<file path="config.mk">
export PLATFORM = sky130hd
export DESIGN_NAME = mem_ctrl
export DESIGN_NICKNAME = d
export VERILOG_FILES = /design/src/rtl/mem_ctrl.sv
export SDC_FILE = /design/constraint.sdc
export NUM_CORES = 1
export LEC_CHECK = 0
export CAP_MARGIN = 20
export CORE_MARGIN = 2
export CORE_UTILIZATION = 35
export DETAILED_ROUTE_END_ITERATION = 8
export PLACE_DENSITY = 0.82
export SLEW_MARGIN = 40
export SYNTH_ARGS = -nofsm -noshare
export SYNTH_HDL_FRONTEND = slang
export SYNTH_SLANG_ARGS = --single-unit
</file>
<file path="constraint.sdc">
create_clock -name clk -period 1.95 [get_ports clk]
set_input_delay 0.195 -clock clk [delete_from_list [all_inputs] [get_ports clk]]
set_output_delay 0.195 -clock clk [all_outputs]
set_load 0.005 [all_outputs]
</file>
<file path="src/rtl/mem_ctrl.sv">
// Memory access sequencer: turns single-cycle mem_rd/mem_wr strobes into a
// req/ack transaction on a variable-latency bus, with a posted write buffer and timeout.
module mem_ctrl #(
    parameter int ADDR_W  = 16,
    parameter int DATA_W  = 32,
    parameter int TIMEOUT = 255
) (
    input  logic              clk,
    input  logic              rst,
    input  logic              mem_rd,
    input  logic              mem_wr,
    input  logic [ADDR_W-1:0] addr,
    input  logic [DATA_W-1:0] wdata,
    output logic [DATA_W-1:0] rdata,
    output logic              rd_valid,
    output logic              stall,
    output logic              bus_err,
    output logic              ext_req,
    output logic              ext_we,
    output logic [ADDR_W-1:0] ext_addr,
    output logic [DATA_W-1:0] ext_wdata,
    input  logic              ext_ack,
    input  logic [DATA_W-1:0] ext_rdata
);

    localparam logic [7:0] TO_LOAD = 8'(TIMEOUT);

    typedef enum logic [1:0] {IDLE, RD_WAIT, WR_WAIT, RD_DONE} state_t;

    state_t            r_state;
    state_t            w_next;
    logic [7:0]        r_cnt;
    logic [ADDR_W-1:0] r_addr;
    logic [DATA_W-1:0] r_wdata;
    logic [DATA_W-1:0] r_rdata;
    logic              r_bus_err;

    logic w_rd_req;
    logic w_wr_req;
    logic w_both;
    logic w_waiting;
    logic w_expire;
    logic w_accept;
    logic w_stall;

    assign w_rd_req  = mem_rd & ~mem_wr;
    assign w_wr_req  = mem_wr & ~mem_rd;
    assign w_both    = mem_rd & mem_wr;
    assign w_waiting = (r_state == RD_WAIT) || (r_state == WR_WAIT);
    // Last permitted wait cycle with no ack: abort. An ack in this cycle still wins.
    assign w_expire  = w_waiting && !ext_ack && (r_cnt == 8'd1);
    assign w_accept  = (r_state == IDLE) && (w_rd_req || w_wr_req);

    always_comb begin
        w_next  = r_state;
        w_stall = 1'b0;
        case (r_state)
            IDLE: begin
                w_stall = w_rd_req;
                if (w_rd_req)
                    w_next = RD_WAIT;
                else if (w_wr_req)
                    w_next = WR_WAIT;
            end
            RD_WAIT: begin
                w_stall = 1'b1;
                if (ext_ack || w_expire)
                    w_next = RD_DONE;
            end
            WR_WAIT: begin
                // Write buffer occupied: any new access waits for the bus to free up.
                w_stall = w_rd_req | w_wr_req;
                if (ext_ack || w_expire)
                    w_next = IDLE;
            end
            RD_DONE: w_next = IDLE;
            default: w_next = IDLE;
        endcase
    end

    always_ff @(posedge clk or negedge rst) begin
        if (!rst) begin
            r_state   <= IDLE;
            r_cnt     <= 8'd0;
            r_addr    <= '0;
            r_wdata   <= '0;
            r_rdata   <= '0;
            r_bus_err <= 1'b0;
        end else begin
            r_state   <= w_next;
            r_bus_err <= w_expire || ((r_state == IDLE) && w_both);
            if (w_accept) begin
                r_addr <= addr;
                r_cnt  <= TO_LOAD;
                if (w_wr_req)
                    r_wdata <= wdata;
            end else if (w_waiting && !ext_ack) begin
                r_cnt <= r_cnt - 8'd1;
            end
            // A timed-out read returns zero so the control unit can unblock.
            if (r_state == RD_WAIT) begin
                if (ext_ack)
                    r_rdata <= ext_rdata;
                else if (w_expire)
                    r_rdata <= '0;
            end
        end
    end

    assign ext_req   = w_waiting;
    assign ext_we    = (r_state == WR_WAIT);
    assign ext_addr  = r_addr;
    assign ext_wdata = r_wdata;
    assign rdata     = r_rdata;
    assign rd_valid  = (r_state == RD_DONE);
    assign bus_err   = r_bus_err;
    assign stall     = rst & w_stall;

endmodule

</file>
* Yosys cells after proc, flatten, opt, wreduce, memory -nomap -nowiden
Index checks and enable logic that the tools add are counted.
Storage, ports and cells: bits of input ports 85, output and inout bits 85, word-level logic and storage cells 46, flip-flop bits (word level) 91
Cells by class: equal/unequal tests 7, reduce and logical (&&, ||, !) cells 15, $add $sub $neg 1, bitwise operators 7, mux-type cells 10
Operators by type and width (count):
- 32-bit two-way mux | 2
- 8-bit two-way mux | 2
- 8-bit by 1-bit == test with 1-bit output (second input constant) | 1
- 2-bit two-way mux | 4
- 2-bit one-hot mux with 4 select lines | 1
- 8-bit by 1-bit subtractor with 8-bit output (second input constant) | 1
- 1-bit bitwise AND | 4
- 2-bit == test (second input constant) | 2
- 1-bit logical AND | 4
- 1-bit logical OR | 4
- 2-bit AND reduction | 2
- 2-bit nonzero test | 2
- 3-bit inequality test (second input constant) | 1
- 1-bit one-hot mux with 3 select lines | 1
- 3-bit AND reduction | 1
- 2-bit by 1-bit == test with 1-bit output (second input constant) | 1
- 2-bit logical NOT | 1
- 2-bit by 1-bit inequality test with 1-bit output (second input constant) | 1
- 2-bit inequality test (second input constant) | 1
- 1-bit NOT | 2
- 1-bit logical NOT | 1
- 1-bit bitwise OR | 1

* Logic depth before layout (Yosys ltp)
Gate-level depths: netlist (run 1).
word-level depth 7, mapped depth 8, depth with buffers taken out 6

* Worst setup path before layout (run 1)
No wires, ideal clock.
kind reg-to-reg, start point reg r_state[0], end point reg r_cnt[5], slack 0.020 ns, buffers on the path 0, library setup time 0.133 ns, period minus slack after synthesis 1.930 ns, required time 1.817 ns, cell stages (with the launch flop) 7, data arrival time 1.797 ns, cell sequence dfrtp_1 inv_1 ha_1 or4b_2 nor4_1 xnor2_1 nand2_1
Between the ends: cells in the longest elaborated chain, start to end 4, elaborated cells between the ends (all ways) 8, classes of those cells eq/ne (2); mux (1); reduce/logical (5)
RTL lines:
- start, declared | RTL line 30 | state_t r_state;
- start signal, assigned | RTL line 90 | r_state <= w_next;
- 2-bit by 1-bit == test with 1-bit output or 2-bit == test (tied branches) | RTL line 49 | assign w_waiting = (r_state == RD_WAIT) || (r_state == WR_WAIT);
- 1-bit logical OR * | RTL line 49
- net ext_req | RTL line 18 | output logic ext_req,
- 1-bit logical AND * | RTL line 97 | end else if (w_waiting && !ext_ack) begin
- 2-bit nonzero test (no source line) *
- end signal, assigned | RTL line 98 | r_cnt <= r_cnt - 8'd1;
- end, declared | RTL line 32 | logic [7:0] r_cnt;
Mark *: on every way through the listed nets, which the timed path passes. The rest lies on a longest branch. A chain may end at the register's enable or synchronous reset.

* Final worst setup path (run 1)
start point reg r_state[1], end point reg r_cnt[5]
Between the ends: cells in the longest elaborated chain, start to end 4, elaborated cells between the ends (all ways) 8, classes of those cells eq/ne (2); mux (1); reduce/logical (5)
RTL lines (RTL line):
- 2-bit by 1-bit == test with 1-bit output or 2-bit == test (tied branches) | 49
- 1-bit logical OR | 49
- 1-bit logical AND | 97
- 2-bit nonzero test (no source line)
Parallel ways exist; a longest one is shown, timed or not.

==> results of run 1 <==
cell families (layout without fill, tap and decap cells):
family / count (synthesis) / in the layout / synth area share
buf+inv: 22 / 217 / 0.0304
simple gates: 77 / 77 / 0.0974
flops: 91 / 91 / 0.628
compound gates: 43 / 43 / 0.0977
fa+ha+maj: 9 / 9 / 0.0311
xor+xnor: 3 / 3 / 0.00725
mux: 35 / 35 / 0.108
placed cells by master, fill, tap and decap left out, types with 2 or more instances in the layout:
cell type	count
sky130_fd_sc_hd__nand3_1	3
sky130_fd_sc_hd__dlymetal6s2s_1	2
sky130_fd_sc_hd__nor2_1	4
sky130_fd_sc_hd__inv_1	6
sky130_fd_sc_hd__a22o_1	32
sky130_fd_sc_hd__clkbuf_8	9
sky130_fd_sc_hd__nor2b_1	2
sky130_fd_sc_hd__ha_1	7
sky130_fd_sc_hd__buf_12	4
sky130_fd_sc_hd__bufinv_16	2
sky130_fd_sc_hd__xnor2_1	2
sky130_fd_sc_hd__clkinvlp_4	2
sky130_fd_sc_hd__mux2i_1	3
sky130_fd_sc_hd__dfrtp_1	91
sky130_fd_sc_hd__buf_4	21
sky130_fd_sc_hd__mux2_2	32
sky130_fd_sc_hd__o21ai_0	4
sky130_fd_sc_hd__clkdlybuf4s50_1	165
sky130_fd_sc_hd__nand2_1	56
per-layer routing:
metal	GRT usage	part of all wire
met1	0.199	0.40
met2	0.289	0.52
met3	0.0390	0.050
met4	0.0799	0.026
met5	0	0
how the worst min path moves through the flow:
stage	to	cells after the start	startpoint	slack, ns
after floorplan	bus_err$_DFF_PN0_	0	rst	-0.10
after global placement	rdata[19]$_DFFE_PN0P_	2	rst	0.29
after detailed placement	rdata[13]$_DFFE_PN0P_	2	rst	0.30
after CTS	ext_addr[5]$_DFFE_PN0P_	3	addr[5]	0.34
after global routing	ext_addr[1]$_DFFE_PN0P_	3	addr[1]	0.35
final	ext_addr[7]$_DFFE_PN0P_	3	addr[7]	0.36
stage by stage:
| stage | setup TNS [ns] | std cells |
|---|---|---|
| after detailed placement | -0.858 | 591 |
| after floorplan | 0 | 280 |
| final | 0 | 611 |
| after CTS | 0 | 608 |
| after global routing | -0.0639 | 611 |
| after global placement | -0.232 | 591 |
repair_timing:
item	in CTS	in global routing
setup endpoints to repair	4	10
pin swaps	1	3
gates cloned	0	0
endpoints found under the hold margin	91	0
resized for setup	6	7
buffers inserted	0	3
hold buffers	1	0
worst max-delay path, stage by stage (launching register included):
cell	delay [ns]
sky130_fd_sc_hd__dfrtp_1	0.37
sky130_fd_sc_hd__inv_1	0.06
sky130_fd_sc_hd__ha_1	0.29
sky130_fd_sc_hd__or4b_2	0.66
sky130_fd_sc_hd__nor4_2	0.19
sky130_fd_sc_hd__xnor2_1	0.15
sky130_fd_sc_hd__nand2_1	0.07
state kept, by name, indices dropped and copies added (netlist names):
register and flops:
r_cnt 8, bus_err 1, rdata 32, r_state 2, ext_addr 16, ext_wdata 32
area by class of cell:
cell class | instances | area share
Clock inverter | 6 | 0.0151
Multi-Input combinational cell | 167 | 0.216
Tap cell | 136 | 0.0289
Clock buffer | 10 | 0.0217
Timing Repair Buffer | 194 | 0.328
Sequential cell | 91 | 0.387
Inverter | 7 | 0.00446
power groups by stage:
stage	registers [mW]	clock network (mW)	logic [mW]
2_1_floorplan	3.25	0	1.16
3_3_place_gp	3.16	0	3.51
3_5_place_dp	3.21	0	3.59
4_1_cts	3.19	1.43	3.64
5_1_grt	3.29	1.52	3.85
6_report	3.19	1.40	3.59
==> metrics.md, run 1 <==
| Metric | Value |
|---|---|
| Footprint of the multi-input gates | `1270 µm²` |
| Count of final setup violators | `0` |
| Setup repair after global routing missed its margin | `true` |
| Net switching power | `2.34 mW` |
| Synth area leaders | `sky130_fd_sc_hd__dfrtp_1 63%, sky130_fd_sc_hd__mux2_2 9.9%, sky130_fd_sc_hd__a22o_1 7.7%` |
| Via density per instance | `4.69` |
| CTS HTree Levels | `3` |
| Portion of synthesized cell area occupied by the leading cell type | `0.628` |
| Total of fill cells in the finished design | `844` |
| Worst setup path startpoint | `r_state[1]$_DFFE_PN0P_` |
| Crit path launch type | `flop` |
| Number of different library cells in the post-synthesis netlist | `34` |
| Combinational cell fraction of total power | `0.439` |
| Main synth FF type | `sky130_fd_sc_hd__dfrtp_1` |
| Status | `complete, no violations` |
| Fraction of layout cells with a size suffix above 1 | `0.177` |
| Post-DRT Antenna Nets | `0` |
| Total iterations of the first detailed-routing run | `4` |
| DRC viols | `0` |
| Syn-to-layout area delta | `62.6%` |
| Total chip power | `8.17 mW` |
| Post-synth top area cell | `sky130_fd_sc_hd__dfrtp_1` |
| Syn Inst Count | `280` |
| Yosys warning total | `0` |
| Clock insertion delay at the later pin of the skew report | `0.36 ns` |
| Initial standard-cell utilization of the core | `0.356` |
| Core occupancy in the finished layout | `0.578` |
| Number of synthesized flops with an enable pin | `0` |
| CORE AREA | `10200 µm²` |
| Slew at the pin closest to its max-slew limit | `0.502 ns` |
| First-pass GRT wire length | `14.7 mm` |
| Post-synthesis net count | `374` |
| Maximum count of clock buffers along a single path | `2` |
| Part of the Yosys area used for sequential elements | `0.628` |
| Worst setup path endpoint | `r_cnt[5]$_DFFE_PN0P_` |
| Worst EP arrival | `2.13 ns` |
| End of the worst register-to-register path | `r_cnt[5]$_DFFE_PN0P_` |
| Final Cell Area | `5890 µm²` |
| IO Count | `170` |
| Power density normalized to cell area | `1390 nW/µm²` |
| Vias in the first global route | `2939` |
| Total count of max-transition violations in the final report | `0` |
| Worst clock skew | `0.00797 ns` |
| Static leakage | `2.66 nW` |
| Internal | `5.83 mW` |
| TritonCTS Sinks | `91` |
| Worst setup EP type | `flop` |
| Final weighted congestion of routability-driven global placement | `0.756` |
| Final worst setup slack | `0.0670 ns` |
| Mapped Area | `3620 µm²` |
| Wire length per cell | `15.3 µm` |
| IO buf count | `169` |
| Library cell with the highest instance count after synthesis | `sky130_fd_sc_hd__dfrtp_1` |
| Vias after detailed routing | `2865` |
| Worst R2R Setup Slack | `0.07 ns` |
| Worst Reg2Reg Path Length in Cells | `6` |
| Number of synthesized register bits | `91` |
| Inserted Clock Buffers | `9` |
| Tightest slew margin relative to the limit | `0.666` |
| Post-DP HPWL | `6.57 mm` |
| Net switching fraction of the power | `0.287` |
| Pre-CTS worst setup slack | `-0.253 ns` |
| Final critical-path share of the clock period | `0.966` |
| Post-layout min period | `1.88 ns` |
| Clock root cell | `sky130_fd_sc_hd__clkbuf_8` |
| Number of nets at the end of the flow | `564` |
| Die H | `106 µm` |
| Ant diodes | `0` |
| Mean instance size in the synthesized netlist | `12.9 µm²` |
| Initial DRC Count | `194` |
| Remaining Overflow, GRT | `0` |
| Count of endpoints failing hold in the final timing report | `0` |
| Data required time of the worst path | `2.20 ns` |
| Max Cap Viol | `0` |
| Commonest cells post-synth | `91 x sky130_fd_sc_hd__dfrtp_1, 56 x sky130_fd_sc_hd__nand2_1, 32 x sky130_fd_sc_hd__a22o_1, 32 x sky130_fd_sc_hd__mux2_2, 9 x sky130_fd_sc_hd__ha_1` |
| Die X-Extent | `106 µm` |
| Worst hold-check slack | `0.357 ns` |
| Number of antenna violations at the first check in global routing | `0` |
| Register cell area after layout | `2280 µm²` |
| Sequential share of power | `0.390` |
| Area after DPL | `5610 µm²` |
| Gr usage total | `0.168` |
| Die area | `11200 µm²` |
| Sum of routed wire length over all layers | `9.38 mm` |
| Share of synthesized flip-flops with an asynchronous set or reset | `1.00` |
| Clk slew on worst S/H paths | `0.09 ns` |
| Start of the worst register-to-register path | `r_state[1]$_DFFE_PN0P_` |
| Achievable Freq | `531 MHz` |
| Worst VDD drop | `0.693 mV` |
| CP Class | `flop to flop` |
| Hold WC Path Type | `primary input to flop` |
| Row cnt | `37` |
| Pin count of the biggest net entering global routing | `92` |
| Max Fanout on Critical Path | `4` |
| TritonCTS clock tree | `done` |
| Clk pwr share | `0.171` |
No activity file was read; power rests on OpenSTA's default activity.
==> inputs of run 2 (changes only) <==
--- a/config.mk
+++ b/config.mk
@@ -9,6 +9,7 @@
 export CORE_MARGIN = 2
 export CORE_UTILIZATION = 35
 export DETAILED_ROUTE_END_ITERATION = 8
+export GPL_TIMING_DRIVEN = 1
 export PLACE_DENSITY = 0.82
 export SLEW_MARGIN = 40
 export SYNTH_ARGS = -nofsm -noshare
==> constraint.sdc (replaced) <==
create_clock -name clk -period 1.7 [get_ports clk]
set_input_delay 0.17 -clock clk [delete_from_list [all_inputs] [get_ports clk]]
set_output_delay 0.17 -clock clk [all_outputs]
set_load 0.005 [all_outputs]
==> run 2 against run 1 <==
  * The flow now finishes with violations (negative setup slack)
  * Sequential share of layout area shrank 0.73 points
  * Non-clock buffer count rose by 8
  * Final cell count grew 1.1%
  * Via count rose by 1.3%
  * Critical path type unchanged
==> metrics.md, run 2 (synthesis results as in run 1) <==
| Metric | Value |
|---|---|
| IO Count | `170 (unchanged)` |
| Met2 Track Usage GR | `0.280 (-0.00876)` |
| Crit path launch type | `flop` |
| Total count of max-transition violations in the final report | `0 (unchanged)` |
| Clock insertion delay at the later pin of the skew report | `0.35 ns (about the same)` |
| Critical path's top delay family | `simple AND/OR/NAND/NOR gates` |
| Setup repair after global routing missed its margin | `true` |
| Remaining Overflow, GRT | `0 (unchanged)` |
| CP Class | `flop to flop` |
| Met3 routing resource usage after global routing | `0.0476 (+0.00866)` |
| Final Cell Area | `6000 µm² (+1.9%)` |
| Achievable Freq | `566 MHz (+6.6%)` |
| Initial DRC Count | `152 (-22%)` |
| Failing checks | `negative setup slack` |
| Tightest slew margin relative to the limit | `0.683 (+0.0178)` |
| Max Fanout on Critical Path | `2 (-2)` |
| Clock root cell | `sky130_fd_sc_hd__clkbuf_8` |
| TritonCTS Sinks | `91 (unchanged)` |
| Inserted Clock Buffers | `9 (unchanged)` |
| Number of buffer and inverter stages on the critical path | `1 (unchanged)` |
| Data required time of the worst path | `1.97 ns (-0.23 ns)` |
| Worst setup EP type | `flop` |
| Slew at the pin closest to its max-slew limit | `0.475 ns (-0.0267 ns)` |
| Via density per instance | `4.69 (+0.11%)` |
| First-pass GRT wire length | `15.2 mm (+3.1%)` |
| Met1 routing resource usage after global routing | `0.227 (+0.0271)` |
| Hold WC Path Type | `primary input to flop` |
| Area after DPL | `5700 µm² (+1.7%)` |
| Most frequent cells in the layout | `164 x sky130_fd_sc_hd__clkdlybuf4s50_1, 91 x sky130_fd_sc_hd__dfrtp_1, 55 x sky130_fd_sc_hd__nand2_1, 32 x sky130_fd_sc_hd__mux2_2, 32 x sky130_fd_sc_hd__a22o_1` |
| Post-layout min period | `1.77 ns (-0.116 ns)` |
| Die H | `106 µm (unchanged)` |
| Syn-to-layout area delta | `65.7%` |
| Final worst setup slack | `-0.0669 ns (-0.134 ns)` |
| Worst-path cell with the longest stage delay | `sky130_fd_sc_hd__or4_4` |
| Worst VDD drop | `0.735 mV (+6.1%)` |
| IO buf count | `169 (unchanged)` |
| Accumulated negative setup slack | `-1.00 ns (-1.00 ns)` |
| Post-DRT Antenna Nets | `0 (unchanged)` |
| Worst EP arrival | `2.03 ns (-0.10 ns)` |
| Vias in the first global route | `3011 (+2.4%)` |
| Row cnt | `37 (unchanged)` |
| Number of antenna violations at the first check in global routing | `0 (unchanged)` |
| Start of the worst register-to-register path | `r_cnt[5]$_DFFE_PN0P_` |
| Clk slew on worst S/H paths | `0.09 ns (about the same)` |
| Count of final setup violators | `37 (+37)` |
| Power density normalized to cell area | `1560 nW/µm² (+13%)` |
| Total chip power | `9.38 mW (+15%)` |
| CORE AREA | `10200 µm² (unchanged)` |
| Status | `complete, but fails checks` |
| Static leakage | `2.73 nW (+2.7%)` |
| Total iterations of the first detailed-routing run | `4 (unchanged)` |
| CTS HTree Levels | `3 (unchanged)` |
| Crit-path max cell delay | `0.56 ns (-0.10 ns)` |
| Final critical-path share of the clock period | `1.04 (+0.0737)` |
| Cell breakdown of the critical path | `or4_4 > nor4_4 > buf_4 > o31a_1 > mux2i_1` |
| Grt peak-use layer | `met2` |
| Die X-Extent | `106 µm (unchanged)` |
| Sum of routed wire length over all layers | `9.44 mm (+0.74%)` |
| Ant diodes | `0 (unchanged)` |
| Pin count of the biggest net entering global routing | `92 (unchanged)` |
| Gr usage total | `0.170 (+0.00207)` |
| Total of fill cells in the finished design | `857 (+1.5%)` |
| Filler-free cell count of the finished design | `618 (+1.1%)` |
| DRC viols | `0 (unchanged)` |
| Fraction of layout cells with a size suffix above 1 | `0.201 (+0.0244)` |
| Placed Cells | `599 (+1.4%)` |
| Most common library cell in the layout ignoring fill and taps | `sky130_fd_sc_hd__clkdlybuf4s50_1` |
| Post-DP HPWL | `6.89 mm (+4.9%)` |
| Wire length per cell | `15.3 µm (-0.41%)` |
| Worst clock skew | `0.0145 ns (+0.00657 ns)` |
| Max Cap Viol | `0 (unchanged)` |
| Count of endpoints failing hold in the final timing report | `0 (unchanged)` |
| Number of nets at the end of the flow | `572 (+1.4%)` |
| Worst hold path startpoint | `addr[9]` |
| TritonCTS clock tree | `done` |
| Worst setup path startpoint | `r_cnt[5]$_DFFE_PN0P_` |
| Final weighted congestion of routability-driven global placement | `0.774 (+2.3%)` |
| Die area | `11200 µm² (unchanged)` |
| Vias after detailed routing | `2901 (+1.3%)` |
| Initial standard-cell utilization of the core | `0.356 (unchanged)` |
| Maximum count of clock buffers along a single path | `2 (unchanged)` |
==> run 2: changes by cell type in the layout (fill, tap and decap cells not counted), sizes merged <==
cell and delta:
clkbuf -1, clkdlybuf4s50 -1, clkdlybuf4s15 +1, dlymetal6s2s -2
buf +9, dlygate4sd2 +2, bufinv -1
==> run 2: timing repair <==
item / CTS / global route
hold buffers: 1 / 0
setup endpoints to repair: 73 / 40
endpoints found under the hold margin: 91 / 0
buffers inserted: 1 / 2
resized for setup: 15 / 8
pin swaps: 2 / 4
==> run 2: power breakdown <==
| group | switching (mW) | internal, mW |
|---|---|---|
| Clock | 0.742 | 0.720 |
| Sequential | 0.545 | 3.13 |
| Combinational | 1.42 | 2.83 |
==> run 2: worst min-delay path: stages <==
cell and delay [ns]:
sky130_fd_sc_hd__clkdlybuf4s50_1 0.40, sky130_fd_sc_hd__nand2_1 0.06, sky130_fd_sc_hd__nand2_1 0.04
==> run 2: path summary, 6_finish.rpt <==
kind,cells after the start,slack (ns),to
min,3,0.35,ext_addr[9]$_DFFE_PN0P_
max reg2reg,5,-0.07,r_state[0]$_DFFE_PN0P_
min reg2reg,2,0.48,ext_addr[5]$_DFFE_PN0P_
max in group asynchronous,3,0.87,ext_wdata[0]$_DFFE_PN0P_
min in group asynchronous,3,0.47,r_cnt[7]$_DFFE_PN0P_
max,5,-0.07,r_state[0]$_DFFE_PN0P_
==> run 2: layout make-up <==
type / count / area [µm²] / share of cell area
clock buffer: 10 / 138 / 0.0229
timing repair buffer: 202 / 2000 / 0.333
multi-input combinational: 167 / 1330 / 0.222
tap: 136 / 170 / 0.0283
sequential: 91 / 2280 / 0.379
inverter: 7 / 26.3 / 0.00438
clock inverter: 5 / 62.6 / 0.0104
==> run 2: metrics by stage <==
step	hold WS, ns	utilization	setup slack, ns
6_report	0.351	0.589	-0.0669
5_1_grt	0.322	0.589	-0.164
4_1_cts	0.323	0.585	-0.107
3_5_place_dp	0.286	0.560	-0.414
3_3_place_gp	0.287	0.560	-0.346
2_1_floorplan	-0.126	-	-0.0225
==> run 2: layer usage <==
layer,share of wire,up-vias
met4,0.011,0
met1,0.44,1421
met3,0.055,9
li1,-,1360
met2,0.49,111
met5,0,-
==> inputs of run 3 (changes only) <==
--- a/config.mk
+++ b/config.mk
@@ -7,10 +7,11 @@
 export LEC_CHECK = 0
 export CAP_MARGIN = 20
 export CORE_MARGIN = 2
-export CORE_UTILIZATION = 35
+export CORE_UTILIZATION = 37
 export DETAILED_ROUTE_END_ITERATION = 8
 export GPL_TIMING_DRIVEN = 1
-export PLACE_DENSITY = 0.82
+export PLACE_DENSITY = 0.85
+export SKIP_CTS_REPAIR_TIMING = 1
 export SLEW_MARGIN = 40
 export SYNTH_ARGS = -nofsm -noshare
 export SYNTH_HDL_FRONTEND = slang
==> constraint.sdc (replaced) <==
create_clock -name clk -period 1.7 [get_ports clk]
set_input_delay 0.255 -clock clk [delete_from_list [all_inputs] [get_ports clk]]
set_output_delay 0.255 -clock clk [all_outputs]
set_load 0.005 [all_outputs]
==> run 3 against run 2 <==
  * The flow finishes with violations (negative hold slack, negative setup slack)
  * Combinational power is 2% higher
  * Sequential power hardly changed
  * Total power is 1.2% lower
  * Register-to-register slack worse by 0.07 ns
  * Design area hardly changed
  * Largest power group unchanged
==> metrics.md, run 3 (synthesis results as in run 1) <==
| Metric | Value |
|---|---|
| Worst hold-check slack | `-0.0398 ns (-0.391 ns)` |
| Via density per instance | `4.71 (+0.38%)` |
| Internal | `6.59 mW (-1.3%)` |
| Static leakage | `2.78 nW (+1.7%)` |
| Fraction of layout cells with a size suffix above 1 | `0.206 (+0.00494)` |
| Count of final setup violators | `39 (+5.4%)` |
| Pin count of the biggest net entering global routing | `92 (unchanged)` |
| Max Cap Viol | `0 (unchanged)` |
| Post-DP HPWL | `6.95 mm (+0.83%)` |
| Worst setup EP type | `output port` |
| Clk pwr share | `0.137 (-0.019)` |
| Net switching fraction of the power | `0.289 (+0.000933)` |
| Worst Reg2Reg Path Length in Cells | `7 (+2)` |
| Sum of routed wire length over all layers | `9.56 mm (+1.3%)` |
| TritonCTS Sinks | `91 (unchanged)` |
| Crit path launch type | `flop` |
| Clock insertion delay at the later pin of the skew report | `0.35 ns (about the same)` |
| Maximum count of clock buffers along a single path | `2 (unchanged)` |
| Most used cell, CP | `sky130_fd_sc_hd__buf_4` |
| Inserted Clock Buffers | `9 (unchanged)` |
| Count of endpoints failing hold in the final timing report | `34 (+34)` |
| Die area | `10600 µm² (-5.2%)` |
| Vias in the first global route | `2959 (-1.7%)` |
| Total chip power | `9.28 mW (-1.2%)` |
| Most frequent cells in the layout | `164 x sky130_fd_sc_hd__clkdlybuf4s50_1, 91 x sky130_fd_sc_hd__dfrtp_1, 55 x sky130_fd_sc_hd__nand2_1, 32 x sky130_fd_sc_hd__mux2_2, 32 x sky130_fd_sc_hd__a22o_1` |
| Critical path's top delay family | `buffers and inverters` |
| Grt peak-use layer | `met2` |
| CP Class | `flop to output port` |
| Post-DRT Antenna Nets | `0 (unchanged)` |
| Net switching power | `2.68 mW (-0.85%)` |
| Remaining Overflow, GRT | `0 (unchanged)` |
| Initial standard-cell utilization of the core | `0.376 (+0.0201)` |
| Combinational cell fraction of total power | `0.467 (+0.015)` |
| Total count of max-transition violations in the final report | `0 (unchanged)` |
| Gr usage total | `0.180 (+0.00928)` |
| Die H | `103 µm (-2.6%)` |
| CTS HTree Levels | `3 (unchanged)` |
| Placed Cells | `597 (-0.33%)` |
| Final Cell Area | `6000 µm² (about the same)` |
| Setup repair after global routing missed its margin | `true` |
| First-pass GRT wire length | `14.7 mm (-3.1%)` |
| Number of nets at the end of the flow | `575 (+0.52%)` |
| DRC viols | `0 (unchanged)` |
| Sequential share of power | `0.396 (+0.004)` |
| Data required time of the worst path | `1.44 ns (-0.53 ns)` |
| Start of the worst register-to-register path | `r_state[0]$_DFFE_PN0P_` |
| Post-layout min period | `1.85 ns (+0.0829 ns)` |
| Worst R2R Setup Slack | `-0.14 ns (-0.07 ns)` |
| Final worst setup slack | `-0.150 ns (-0.0829 ns)` |
| Die X-Extent | `103 µm (-2.6%)` |
| Tightest slew margin relative to the limit | `0.677 (-0.00628)` |
| Number of antenna violations at the first check in global routing | `0 (unchanged)` |
| Clock root cell | `sky130_fd_sc_hd__clkbuf_8` |
| CORE AREA | `9640 µm² (-5.4%)` |
| Number of buffer and inverter stages on the critical path | `3 (+2)` |
| Wire length per cell | `15.5 µm (+1.3%)` |
| Worst-path cell with the longest stage delay | `sky130_fd_sc_hd__dfrtp_1` |
| Final weighted congestion of routability-driven global placement | `0.800 (+3.4%)` |
| Total iterations of the first detailed-routing run | `4 (unchanged)` |
| Status | `complete, but fails checks` |
| Cell breakdown of the critical path | `buf_4 > buf_4 > ha_2 > a221oi_2 > nor3b_1 > dlymetal6s2s_1` |
| IO buf count | `169 (unchanged)` |
| Initial DRC Count | `120 (-21%)` |
| Ant diodes | `0 (unchanged)` |
| Filler-free cell count of the finished design | `618 (unchanged)` |
| Clk slew on worst S/H paths | `0.08 ns (about the same)` |
| Pre-CTS worst setup slack | `-0.496 ns (-0.0824 ns)` |
| TritonCTS clock tree | `done` |
| Failing checks | `negative hold slack, negative setup slack` |
| Core occupancy in the finished layout | `0.623 (+0.0335)` |
| Area after DPL | `5720 µm² (+0.29%)` |
| Final critical-path share of the clock period | `1.09 (+0.0488)` |
| Max Fanout on Critical Path | `2 (unchanged)` |
| Worst VDD drop | `0.849 mV (+16%)` |
| Most common library cell in the layout ignoring fill and taps | `sky130_fd_sc_hd__clkdlybuf4s50_1` |
| Met2 Track Usage GR | `0.302 (+0.0215)` |
| Crit-path max cell delay | `0.41 ns (-0.15 ns)` |
| Worst EP arrival | `1.59 ns (-0.44 ns)` |
| Achievable Freq | `541 MHz (-4.5%)` |
| Met3 routing resource usage after global routing | `0.0461 (-0.00152)` |
| Slew at the pin closest to its max-slew limit | `0.484 ns (+0.00942 ns)` |
| Met1 routing resource usage after global routing | `0.231 (+0.00486)` |
| Row cnt | `36 (-2.7%)` |
| Hold WC Path Type | `primary input to async pin` |
| IO Count | `170 (unchanged)` |
| End of the worst register-to-register path | `r_cnt[5]$_DFFE_PN0P_` |
| Power density normalized to cell area | `1540 nW/µm² (-1.2%)` |
| Instance count on the critical path | `6 (+1)` |
| Worst clock skew | `0.00883 ns (-0.00570 ns)` |
| Accumulated negative setup slack | `-3.78 ns (-2.78 ns)` |
| Syn-to-layout area delta | `65.7% (about the same)` |
| Vias after detailed routing | `2912 (+0.38%)` |
==> run 3: cell count changes in the layout (fill, tap and decap cells not counted), sizes merged <==
cell | previous run | this run
dlygate4sd3 | 1 | 0
bufinv | 1 | 0
inv | 8 | 7
dlygate4sd2 | 2 | 0
clkinvlp | 2 | 1
clkdlybuf4s15 | 1 | 0
clkbuf | 10 | 13
dlymetal6s2s | 0 | 3
buf | 34 | 38
==> run 3: area by class of cell <==
type / instances / area [µm²]
fill: 787 / 3630
clock inverter: 2 / 12.5
multi-input combinational: 167 / 1330
inverter: 7 / 26.3
tap: 133 / 166
timing repair buffer: 205 / 2050
sequential: 91 / 2280
clock buffer: 13 / 149
==> run 3: per-layer routing <==
layer | up-vias | part of all wire | wire, µm
met5 | - | 0 | 0
met2 | 99 | 0.50 | 4820
li1 | 1363 | - | -
met3 | 9 | 0.065 | 623
met1 | 1441 | 0.42 | 4030
met4 | 0 | 0.0095 | 91
==> run 3: worst max-delay path by stage <==
stage,startpoint,end,slack (ns)
6_report,r_state[0]$_DFFE_PN0P_,stall,-0.15
5_1_grt,r_state[0]$_DFFE_PN0P_,stall,-0.23
4_1_cts,mem_rd,stall,-0.52
3_5_place_dp,mem_rd,stall,-0.50
3_3_place_gp,mem_rd,stall,-0.49
2_1_floorplan,r_state[0]$_DFFE_PN0P_,r_cnt[5]$_DFFE_PN0P_,-0.02
==> run 3: power by group through the flow <==
stage	sequential, mW	clock (mW)	combinational [mW]
6_report	3.67	1.28	4.33
5_1_grt	3.79	1.40	4.72
4_1_cts	3.68	1.32	4.21
3_5_place_dp	3.70	0	4.19
3_3_place_gp	3.65	0	4.04
2_1_floorplan	3.74	0	1.38
